`config.mk`:
```
export PLATFORM = sky130hd
export DESIGN_NAME = fifo_word_reader
export DESIGN_NICKNAME = d
export VERILOG_FILES = /design/src/rtl/fifo_word_reader.sv
export SDC_FILE = /design/constraint.sdc
export NUM_CORES = 1
export LEC_CHECK = 0
export ABC_CLOCK_PERIOD_IN_PS = 3800
export CORE_MARGIN = 2
export CORE_UTILIZATION = 45
export DETAILED_ROUTE_END_ITERATION = 6
export GPL_ROUTABILITY_DRIVEN = 0
export PLACE_DENSITY = 0.83
export SYNTH_ARGS = -nofsm -noshare
export SYNTH_HDL_FRONTEND = slang
export SYNTH_SLANG_ARGS = --single-unit
```
`constraint.sdc`:
```
create_clock -name read_clk -period 3.8 [get_ports read_clk]
set_clock_uncertainty 0.05 [all_clocks]
set_input_delay 0.76 -clock read_clk [delete_from_list [all_inputs] [get_ports read_clk]]
set_output_delay 0.76 -clock read_clk [all_outputs]
set_load 0.01 [all_outputs]
```
`src/rtl/fifo_word_reader.sv`:
```
// fifo_word_reader: pops bytes from a FIFO one at a time and packs them
// little-endian into 32-bit words. A word goes out when four bytes are
// collected, when flush is raised with a partial word, or when a partial
// word has sat with the FIFO empty for TIMEOUT idle cycles.
//
// Ports
//   read_clk    in   clock, all state on rising edge
//   reset       in   asynchronous active-high reset
//   fifo_empty  in   FIFO empty flag
//   fifo_out    in   [7:0] FIFO data, valid the cycle after read_en
//   read_en     out  FIFO pop strobe (registered, one cycle)
//   flush       in   emit the current partial word
//   word_out    out  [31:0] packed word, byte 0 in bits 7:0
//   word_bytes  out  [2:0] valid byte count 1..4
//   word_valid  out  word_out/word_bytes valid
//   word_ready  in   downstream accept

// One byte lane of the output word: captures on cap, zeroes on clr.
module fifo_word_lane #(
  parameter int VEC_W = 8
) (
  input  logic             clk,
  input  logic             rst,
  input  logic             cap,
  input  logic             clr,
  input  logic [VEC_W-1:0] din,
  output logic [VEC_W-1:0] q
);
  always_ff @(posedge clk or posedge rst) begin
    if (rst)      q <= '0;
    else if (clr) q <= '0;
    else if (cap) q <= din;
  end
endmodule

module fifo_word_reader #(
  parameter int TIMEOUT = 16
) (
  input  logic        read_clk,
  input  logic        reset,
  input  logic        fifo_empty,
  input  logic [7:0]  fifo_out,
  output logic        read_en,
  input  logic        flush,
  output logic [31:0] word_out,
  output logic [2:0]  word_bytes,
  output logic        word_valid,
  input  logic        word_ready
);
  localparam int NUM_LANES = 4;
  localparam int VEC_W     = 8;

  localparam logic [1:0] IDLE  = 2'd0;
  localparam logic [1:0] FETCH = 2'd1;
  localparam logic [1:0] CAPT  = 2'd2;
  localparam logic [1:0] SEND  = 2'd3;

  logic [1:0] state;
  logic [2:0] lane_idx;
  logic [7:0] tmo_cnt;

  logic [NUM_LANES-1:0][VEC_W-1:0] lane_q;
  logic [NUM_LANES-1:0]            lane_cap;
  logic                            accept;
  logic                            partial;

  assign accept  = (state == SEND) && word_ready;
  assign partial = (lane_idx != 3'd0);

  // Lane i captures the byte presented during CAPT when it is the next lane.
  genvar gi;
  generate
    for (gi = 0; gi < NUM_LANES; gi++) begin : g_lane
      assign lane_cap[gi] = (state == CAPT) && (lane_idx == 3'(gi));
      fifo_word_lane #(.VEC_W(VEC_W)) u_lane (
        .clk (read_clk),
        .rst (reset),
        .cap (lane_cap[gi]),
        .clr (accept),
        .din (fifo_out),
        .q   (lane_q[gi])
      );
    end
  endgenerate

  assign word_out = lane_q;

  always_ff @(posedge read_clk or posedge reset) begin
    if (reset) begin
      state      <= IDLE;
      read_en    <= 1'b0;
      word_valid <= 1'b0;
      word_bytes <= 3'd0;
      lane_idx   <= 3'd0;
      tmo_cnt    <= 8'd0;
    end else begin
      // Counts only while a partial word waits on an empty FIFO.
      if ((state == IDLE) && partial && fifo_empty) tmo_cnt <= tmo_cnt + 8'd1;
      else                                          tmo_cnt <= 8'd0;

      case (state)
        IDLE: begin
          // flush wins over a pending fetch; flush with no bytes is a no-op.
          if ((flush && partial) ||
              (partial && fifo_empty && (tmo_cnt == 8'(TIMEOUT - 1)))) begin
            state      <= SEND;
            word_valid <= 1'b1;
            word_bytes <= lane_idx;
          end else if (!fifo_empty) begin
            state   <= FETCH;
            read_en <= 1'b1;
          end
        end
        FETCH: begin
          state   <= CAPT;
          read_en <= 1'b0;
        end
        CAPT: begin
          lane_idx <= lane_idx + 3'd1;
          if (lane_idx == 3'(NUM_LANES - 1)) begin
            state      <= SEND;
            word_valid <= 1'b1;
            word_bytes <= 3'(NUM_LANES);
          end else begin
            state <= IDLE;
          end
        end
        SEND: begin
          if (word_ready) begin
            state      <= IDLE;
            word_valid <= 1'b0;
            word_bytes <= 3'd0;
            lane_idx   <= 3'd0;
          end
        end
        default: state <= IDLE;
      endcase
    end
  end
endmodule
```
==> metrics.txt <==
Final nets 279; Final Cycle Share 0.571; required time of the critical path 3920 ps; drt pass-1 iters 4; Max IR drop VDD ~0.00037 V; Slew Viols, Final 0; pin count of the biggest net entering global routing between 50 and 60; crit-path max FO 26; Synth Flop Type dfrtp_1; Least-Margin Pin Slew 990 ps; M2 GR Usage 0.274; share of cells above drive strength 1 0.0538; Post-route DRC 0; flop-to-flop setup slack 1650 ps; core area 0.00475 mm^2; ANT cells 0; CTS Root Cell clkbuf_8; vias in the first global route approximately 1600; Final Hold Vio Count 0; Clk pwr share 0.136; final WL 4.51 mm; CTS tree done; initial drt markers 170; Post-synth ARST share 1.00; Cells after Synth between 200 and 250; Die Ht ~74 um; port bufs between 40 and 50; status finished, final reports clean; Worst R2R End g_lane[1].u_lane.q[3]; CP Capture Type flop; worst reg2reg path depth 4; P_int 0.00139 W; cell count of the worst hold path 1; hold_sp tmo_cnt[0]; CTS Sinks 50; Setup Fix Bufs, Post-CTS 0; Crit Path Category primary input to flop; met1 Use GR 0.248; Rel. slew slack 0.339; Reg-to-Reg Start state[1]; fmax between 400 and 500 MHz; Comb power frac 0.453; Setup TNS 0 ps; Initial Util 0.469; Post-Syn Nets 233; Clk Latency, worst-skew pair approximately 300 ps; CTS Hold Bufs 0; hpwl dp between 3 and 4 mm; Switching Share 0.366; Power per Cell Area between 700 and 800 mW/mm^2; Die ar. 0.00553 mm^2; Finished Layout Cells 327; register area share after synthesis 0.561; via count ~1700; max_cap viols 0; Worst Hold End tmo_cnt[0]; All-Layer GR Usage 0.180; CTS Buffer Depth 2; M3 GR Usage 0.0515; Mapped Area roughly 0.0022 mm^2; Cell Rows 25; worst hold path class flop to flop; die width 74.4 um; grt peak-use layer met2; Cells after DPL 320; P_leak between 1 and 1.5 nW; Area Growth Syn to Fin 27.0%; Startpoint Class primary input; #FFs+latches synth 50; library cells used by synthesis 30; critical path arrival ~2300 ps; Flop pwr share 0.411; Avg Cell Area, Syn approximately 10 um^2; H-tree levels 2; Final min period approximately 2200 ps; Post-synth EDFFs 0; global-route wire length before repair 7.55 mm; post-CTS resize count 0; gr ovfl total 0; Synth warnings 0; TritonCTS buffer count 5; I/O pin total 50; DRT antenna net count 0; clock-pin slew on the worst setup and hold paths about 90 ps; RSZ-0062 raised after global routing no; vias per std cell between 5 and 6; wire length per cell approximately 14 um; initial antenna violation count 0; Net Sw Power between 0.0008 and 0.0009 W; worst setup path startpoint word_ready; final setup fails 0
## synth_stat cells, types with 2 or more instances
library cell	number	area (um^2)
a21oi_1	14	70.1
and3_1	7	43.8
buf_2	2	10.0
buf_4	5	37.5
clkbuf_1	3	11.3
dfrtp_1	50	1250
ha_1	6	75.1
inv_1	6	22.5
mux2_1	3	33.8
mux2i_1	16	160
nand2_1	28	105
nand2b_1	2	12.5
nand3_1	11	55.1
nor2_1	30	113
o21a_1	2	15.0
o21ai_0	11	55.1
xnor2_1	3	26.3
xor2_1	3	26.3
## final cells by class
type	instances	area [um^2]
Clock buffer	5	68.8
Clock inverter	2	13.8
Timing Repair Buffer	50	498
Tap cell	67	83.8
Fill cell	421	1920
Multi-Input combinational cell	147	892
Sequential cell	50	1250
Inverter	6	22.5
## placed cells by master (no fill, tap or decap), types with 2 or more instances in the layout
master           Yosys  final
dfrtp_1             50     50
xor2_1               3      3
clkbuf_8             0      5
xnor2_1              3      3
mux2_1               3      3
inv_1                6      5
mux2i_1             16     16
o21ai_0             11     11
nand3_1             11     11
nor2_1              30     30
a21oi_1             14     14
and3_1               7      7
nand2_1             28     28
o21a_1               2      2
ha_1                 6      6
nand2b_1             2      2
clkdlybuf4s50_1      0     49
## layer usage
metal,wire (um),part of all wire,up-vias
li1,-,-,803
met1,2140,0.47,796
met2,1980,0.44,57
met3,331,0.073,5
met4,60,0.013,0
met5,0,0,-
## registers in the layout, indices dropped and copies added, names as in the netlist
| register | cells |
|---|---|
| lane_idx | 3 |
| state | 2 |
| tmo_cnt | 8 |
| word_valid | 1 |
| read_en | 1 |
| g_lane.u_lane.q | 32 |
| word_bytes | 3 |
## how the worst max path moves through the flow
stage | slack, ps | endpoint
global placement | 1360 | g_lane[0].u_lane.q[3]
global route | 1410 | g_lane[0].u_lane.q[7]
floorplan | 1790 | g_lane[0].u_lane.q[0]
CTS | 1650 | g_lane[0].u_lane.q[4]
finish | 1630 | g_lane[0].u_lane.q[4]
detailed placement | 1310 | g_lane[0].u_lane.q[4]
## worst max-delay path, stage by stage
cell	delay, ps
clkdlybuf4s50_1	480
and3_1	210
buf_4	210
a21oi_2	430
o21ai_0	190
## power by group through the flow
stage / clock [W] / combinational (W) / sequential [W]
after floorplan: 0 / 0.000498 / 0.000945
after global placement: 0 / 0.000974 / 0.000908
after detailed placement: 0 / 0.00101 / 0.000913
after CTS: 0.000308 / 0.00101 / 0.000903
after global routing: 0.000327 / 0.00111 / 0.000931
final: 0.000300 / 0.000995 / 0.000902
## metrics by stage
| stage | power (W) | instance area (um^2) | hold slack, ps | setup slack, ps | utilization |
|---|---|---|---|---|---|
| after global placement | 0.00188 | 2750 | 389 | 1360 | 0.578 |
| after detailed placement | 0.00192 | 2750 | 407 | 1310 | 0.578 |
| after floorplan | 0.00144 | 2230 | 375 | 1790 | - |
| after global routing | 0.00237 | 2830 | 429 | 1410 | 0.595 |
| after CTS | 0.00222 | 2830 | 419 | 1650 | 0.595 |
| final | 0.00220 | 2830 | 410 | 1630 | 0.595 |
## logic make-up after synthesis
family | count (synthesis) | share of synthesized area
flops | 50 | 0.561
buf+inv | 17 | 0.0382
mux | 19 | 0.0870
xor+xnor | 6 | 0.0236
fa+ha+maj | 6 | 0.0337
compound gates | 32 | 0.0848
simple gates | 84 | 0.171
(Power assumes the default switching activity.)
==> patch 1 (same flow settings) <==
Make the reset (`reset` and `rst`) synchronous in 2 clocked blocks. Comments in the files are not updated.
--- a/src/rtl/fifo_word_reader.sv
+++ b/src/rtl/fifo_word_reader.sv
@@ -26,7 +26,7 @@
   input  logic [VEC_W-1:0] din,
   output logic [VEC_W-1:0] q
 );
-  always_ff @(posedge clk or posedge rst) begin
+  always_ff @(posedge clk) begin
     if (rst)      q <= '0;
     else if (clr) q <= '0;
     else if (cap) q <= din;
@@ -85,7 +85,7 @@
 
   assign word_out = lane_q;
 
-  always_ff @(posedge read_clk or posedge reset) begin
+  always_ff @(posedge read_clk) begin
     if (reset) begin
       state      <= IDLE;
       read_en    <= 1'b0;
Function: differs if reset is asserted again (counterexample within 4 cycles, from zero or initial values and one cycle with reset high); with reset held inactive, the same outputs for 10 cycles.
==> patch 1 against the original RTL <==
- fmax rose by 8.0%
- via count rose by 3.8%
- sequential cell count did not move
- cell count rose by 4.3%
- critical path depth fell by 4
- area after synthesis fell by 9.5%
- critical endpoint is now word_out[31]
- setup slack improved by 0.16 ns
- routed wire length fell by 2.6%
- final area fell by 7.4%
- critical path type is now register to output port
Power is not compared: it rests on default switching activity, and its combinational part moved more than twofold at a synthesized area within 25%.
==> patch 1: results (changes against the original RTL) <==
Worst setup path:
- The delay of the slowest critical-path stage was 0.54 ns (was 0.48 ns).
- The timing startpoint of the critical path is g_lane[3].u_lane.q[7] (was word_ready).
- The data required time of the worst path came to 2.99 ns (was 3.92 ns).
- The critical register-to-register path endpoint is word_bytes[2] (was g_lane[1].u_lane.q[3]).
- The launching point of the worst reg2reg path is lane_idx[1] (was state[1]).
- The internal reg-to-reg setup slack is 1.87 ns (was 1.65 ns).

Route:
- The length of the first detailed-routing pass in iterations is 5 (was 4).
- The routed wirelength normalized by instance count was 12.9 um (was 13.8 um).
- The detailed-route wire length came to 4390 um (was 4510 um).

Outcome:
- Result of the run: completed (unchanged).

Place:
- The half-perimeter wire length of the detailed placement result came to 3190 um (was 3240 um).
- The total instance count after detailed placement is 333 (was 320).

Global routing:
- The largest net degree at the start of global routing is 35 (was 51).
- The number of global-route vias before repair is 1530 (was 1573).
- The global-route usage over all layers is 18.7% (was 18.0%).

Yosys:
- Cell types occupying the most area after synthesis: dfxtp_1 (50%), nand2_1 (13%), a21oi_1 (9.2%), ha_1 (3.7%), nand3_1 (3.0%) (was dfrtp_1 (56%), mux2i_1 (7.2%), nor2_1 (5.1%), nand2_1 (4.7%), ha_1 (3.4%)).
- The synthesized netlist net count is 260 (was 233).
- The number of distinct standard cells referenced by the synthesized netlist was 33 (was 30).
- The portion of synthesized cell area occupied by the leading cell type was 49.6% (was 56.1%).
- The async set or reset register ratio after synthesis is 0% (was 100%).

Finish:
- The layout net count is 307 (was 279).
- The proportion of layout cells with a drive suffix above 1 is 5.19% (was 5.38%).
- The count of filler cells inserted in the layout is 393 (was 421).

Hold path:
- The end point of the worst hold path is tmo_cnt[0] (unchanged).
- The startpoint of the worst hold path is tmo_cnt[0] (unchanged).

Timing:
- The final critical delay including setup and external delays is 2.01 ns (was 2.17 ns).
## patch 1: final cells by class
cell class / instances / share of cell area [%]
sequential: 50 / 38.2
multi-input combinational: 173 / 35.5
timing repair buffer: 50 / 19.0
clock buffer: 6 / 3.15
tap: 52 / 2.48
inverter: 8 / 1.15
clock inverter: 2 / 0.478
## patch 1: cells by family (layout without fill, tap and decap cells)
kind of cell	Yosys count	count (layout)	synth area share, %
muxes	2	2	0.993
AOI/OAI and AO/OA	51	51	15.7
DFF	50	50	49.6
buffers and inverters	18	66	4.22
xor gates and xnor gates	4	4	1.74
adders and majority gates	6	6	3.72
and+or+nand+nor	110	110	24.0
## patch 1: through the flow
stage	total power, W	utilization (%)	area, um2
floorplan	0.000783	-	2020
global placement	0.000871	58.4	2520
detailed placement	0.000877	58.4	2520
CTS	0.00119	60.6	2620
global route	0.00125	60.6	2620
finish	0.00118	60.6	2620
## patch 1: worst max path at each step
stage,endpoint,slack [ns],cells past startpoint
after detailed placement,word_bytes[2],1.50,5
after CTS,word_valid,1.75,1
after global routing,word_bytes[2],1.70,6
after global placement,word_bytes[2],1.56,5
after floorplan,word_bytes[2],2.04,4
final,word_out[31],1.79,1
## patch 1: layer usage
layer | up-vias | part of all wire [%] | GRT usage, %
li1 | 890 | - | -
met3 | 6 | 8.2 | 5.84
met1 | 762 | 46 | 25.4
met5 | - | 0 | 0
met4 | 0 | 1.3 | 6.29
met2 | 66 | 44 | 28.1
## patch 1: power by group
| part | internal (W) | switching, W | leakage [nW] |
|---|---|---|---|
| Clock | 0.000146 | 0.000170 | 0.0472 |
| Combinational | 0.000129 | 0.000137 | 0.445 |
| Sequential | 0.000559 | 0.0000371 | 0.405 |
| Total | 0.000835 | 0.000344 | 0.896 |
==> patch 2 (config.mk and constraints unchanged) <==
Made on the original files. The parameter `TIMEOUT` goes from 16 to 8.
--- a/src/rtl/fifo_word_reader.sv
+++ b/src/rtl/fifo_word_reader.sv
@@ -34,7 +34,7 @@
 endmodule
 
 module fifo_word_reader #(
-  parameter int TIMEOUT = 16
+  parameter int TIMEOUT = 8
 ) (
   input  logic        read_clk,
   input  logic        reset,
Function: same outputs for any inputs over 10 cycles, from zero or initial values and one cycle with reset high; that may be too few to reach the edited logic, so the function may still have changed.
==> patch 2 against the original RTL <==
- sequential cell count did not move
- sequential power fell by 3.2%
- count of clock-buffer cells in the layout rose by 2
- final area rose by 0.88%
- setup slack got worse by 0.027 ns
- largest cell class unchanged
- routed wire length rose by 2.0%
- area after synthesis rose by 1.0%
- total power fell by 3.2%
==> patch 2: results (changes against the original RTL) <==
Outcome:
- Result of the run: completed (unchanged).

Finish:
- The multi-input combinational gate total is 149 (was 147).
- The proportion of layout cells with a drive suffix above 1 is 6.44% (was 5.38%).
- The fraction of area in registers came to 43.8% (was 44.2%).
- The multi-input combinational cell area is 908 um2 (was 892 um2).
- The count of clock-net buffers in the final layout came to 7 (was 5).
- The count of plain and timing-repair buffers in the layout is 49 (was 50).
- The count of filler cells inserted in the layout is 385 (was 421).
- The clock tree cell share of total cell area came to 3.20% (was 2.92%).

Worst setup path:
- The internal reg-to-reg setup slack was 1.81 ns (was 1.65 ns).
- The worst-path maximum fanout was 27 (was 26).
- The end point of the critical path is word_bytes[2] (was g_lane[0].u_lane.q[4]).
- The critical register-to-register path endpoint was g_lane[1].u_lane.q[2] (was g_lane[1].u_lane.q[3]).
- The critical path data arrival time was 2.34 ns (was 2.29 ns).

Place:
- The half-perimeter wire length of the detailed placement result came to 3300 um (was 3240 um).

Timing:
- The actual transition at the worst max-transition pin is 1.00 ns (was 0.990 ns).

Global routing:
- The number of global-route vias before repair is 1514 (was 1573).
- The global-route usage over all layers is 17.8% (was 18.0%).

Pwr:
- The peak ir drop on the vdd network was 0.407 mV (was 0.368 mV).
- The switching fraction of total power was 35.4% (was 36.6%).
- The static leakage is 1.28 nW (was 1.27 nW).

Yosys:
- The number of distinct standard cells referenced by the synthesized netlist is 36 (was 30).
- The area share of fa/ha/maj cells after synthesis is 3.34% (was 3.37%).
- The complex-gate fraction of the synthesized area is 8.73% (was 8.48%).
- Post-synth top cells: dfrtp_1 (50), nand2_1 (37), nor2_1 (30) (was dfrtp_1 (50), nor2_1 (30), nand2_1 (28)).
- The portion of netlist area occupied by mux cells is 8.78% (was 8.70%).
- The xor and xnor fraction of the mapped netlist area was 2.33% (was 2.36%).

Route:
- The total number of vias was 1635 (was 1661).
patch 2: stage by stage:
stage | hold WS (ns) | instances | setup slack [ns] | total power [W] | instance area, um2
2_1_floorplan | 0.375 | 215 | 1.79 | 0.00140 | 2250
6_report | 0.402 | 331 | 1.60 | 0.00213 | 2860
4_1_cts | 0.408 | 331 | 1.60 | 0.00215 | 2860
5_1_grt | 0.438 | 331 | 1.47 | 0.00228 | 2860
3_3_place_gp | 0.390 | 323 | 1.33 | 0.00180 | 2760
3_5_place_dp | 0.396 | 323 | 1.28 | 0.00183 | 2760
patch 2: per-layer routing:
metal	vias to the layer above	track usage, %	share of wire [%]
met3	6	4.95	4.3
met5	-	0	0
met4	0	7.34	1.4
met2	29	25.7	47
met1	790	25.6	47
li1	810	-	-
patch 2: worst max-delay path: stages:
cell             delay, ns
clkdlybuf4s50_1       0.52
and3_2                0.54
o2bb2ai_2             0.18
mux2_1                0.34
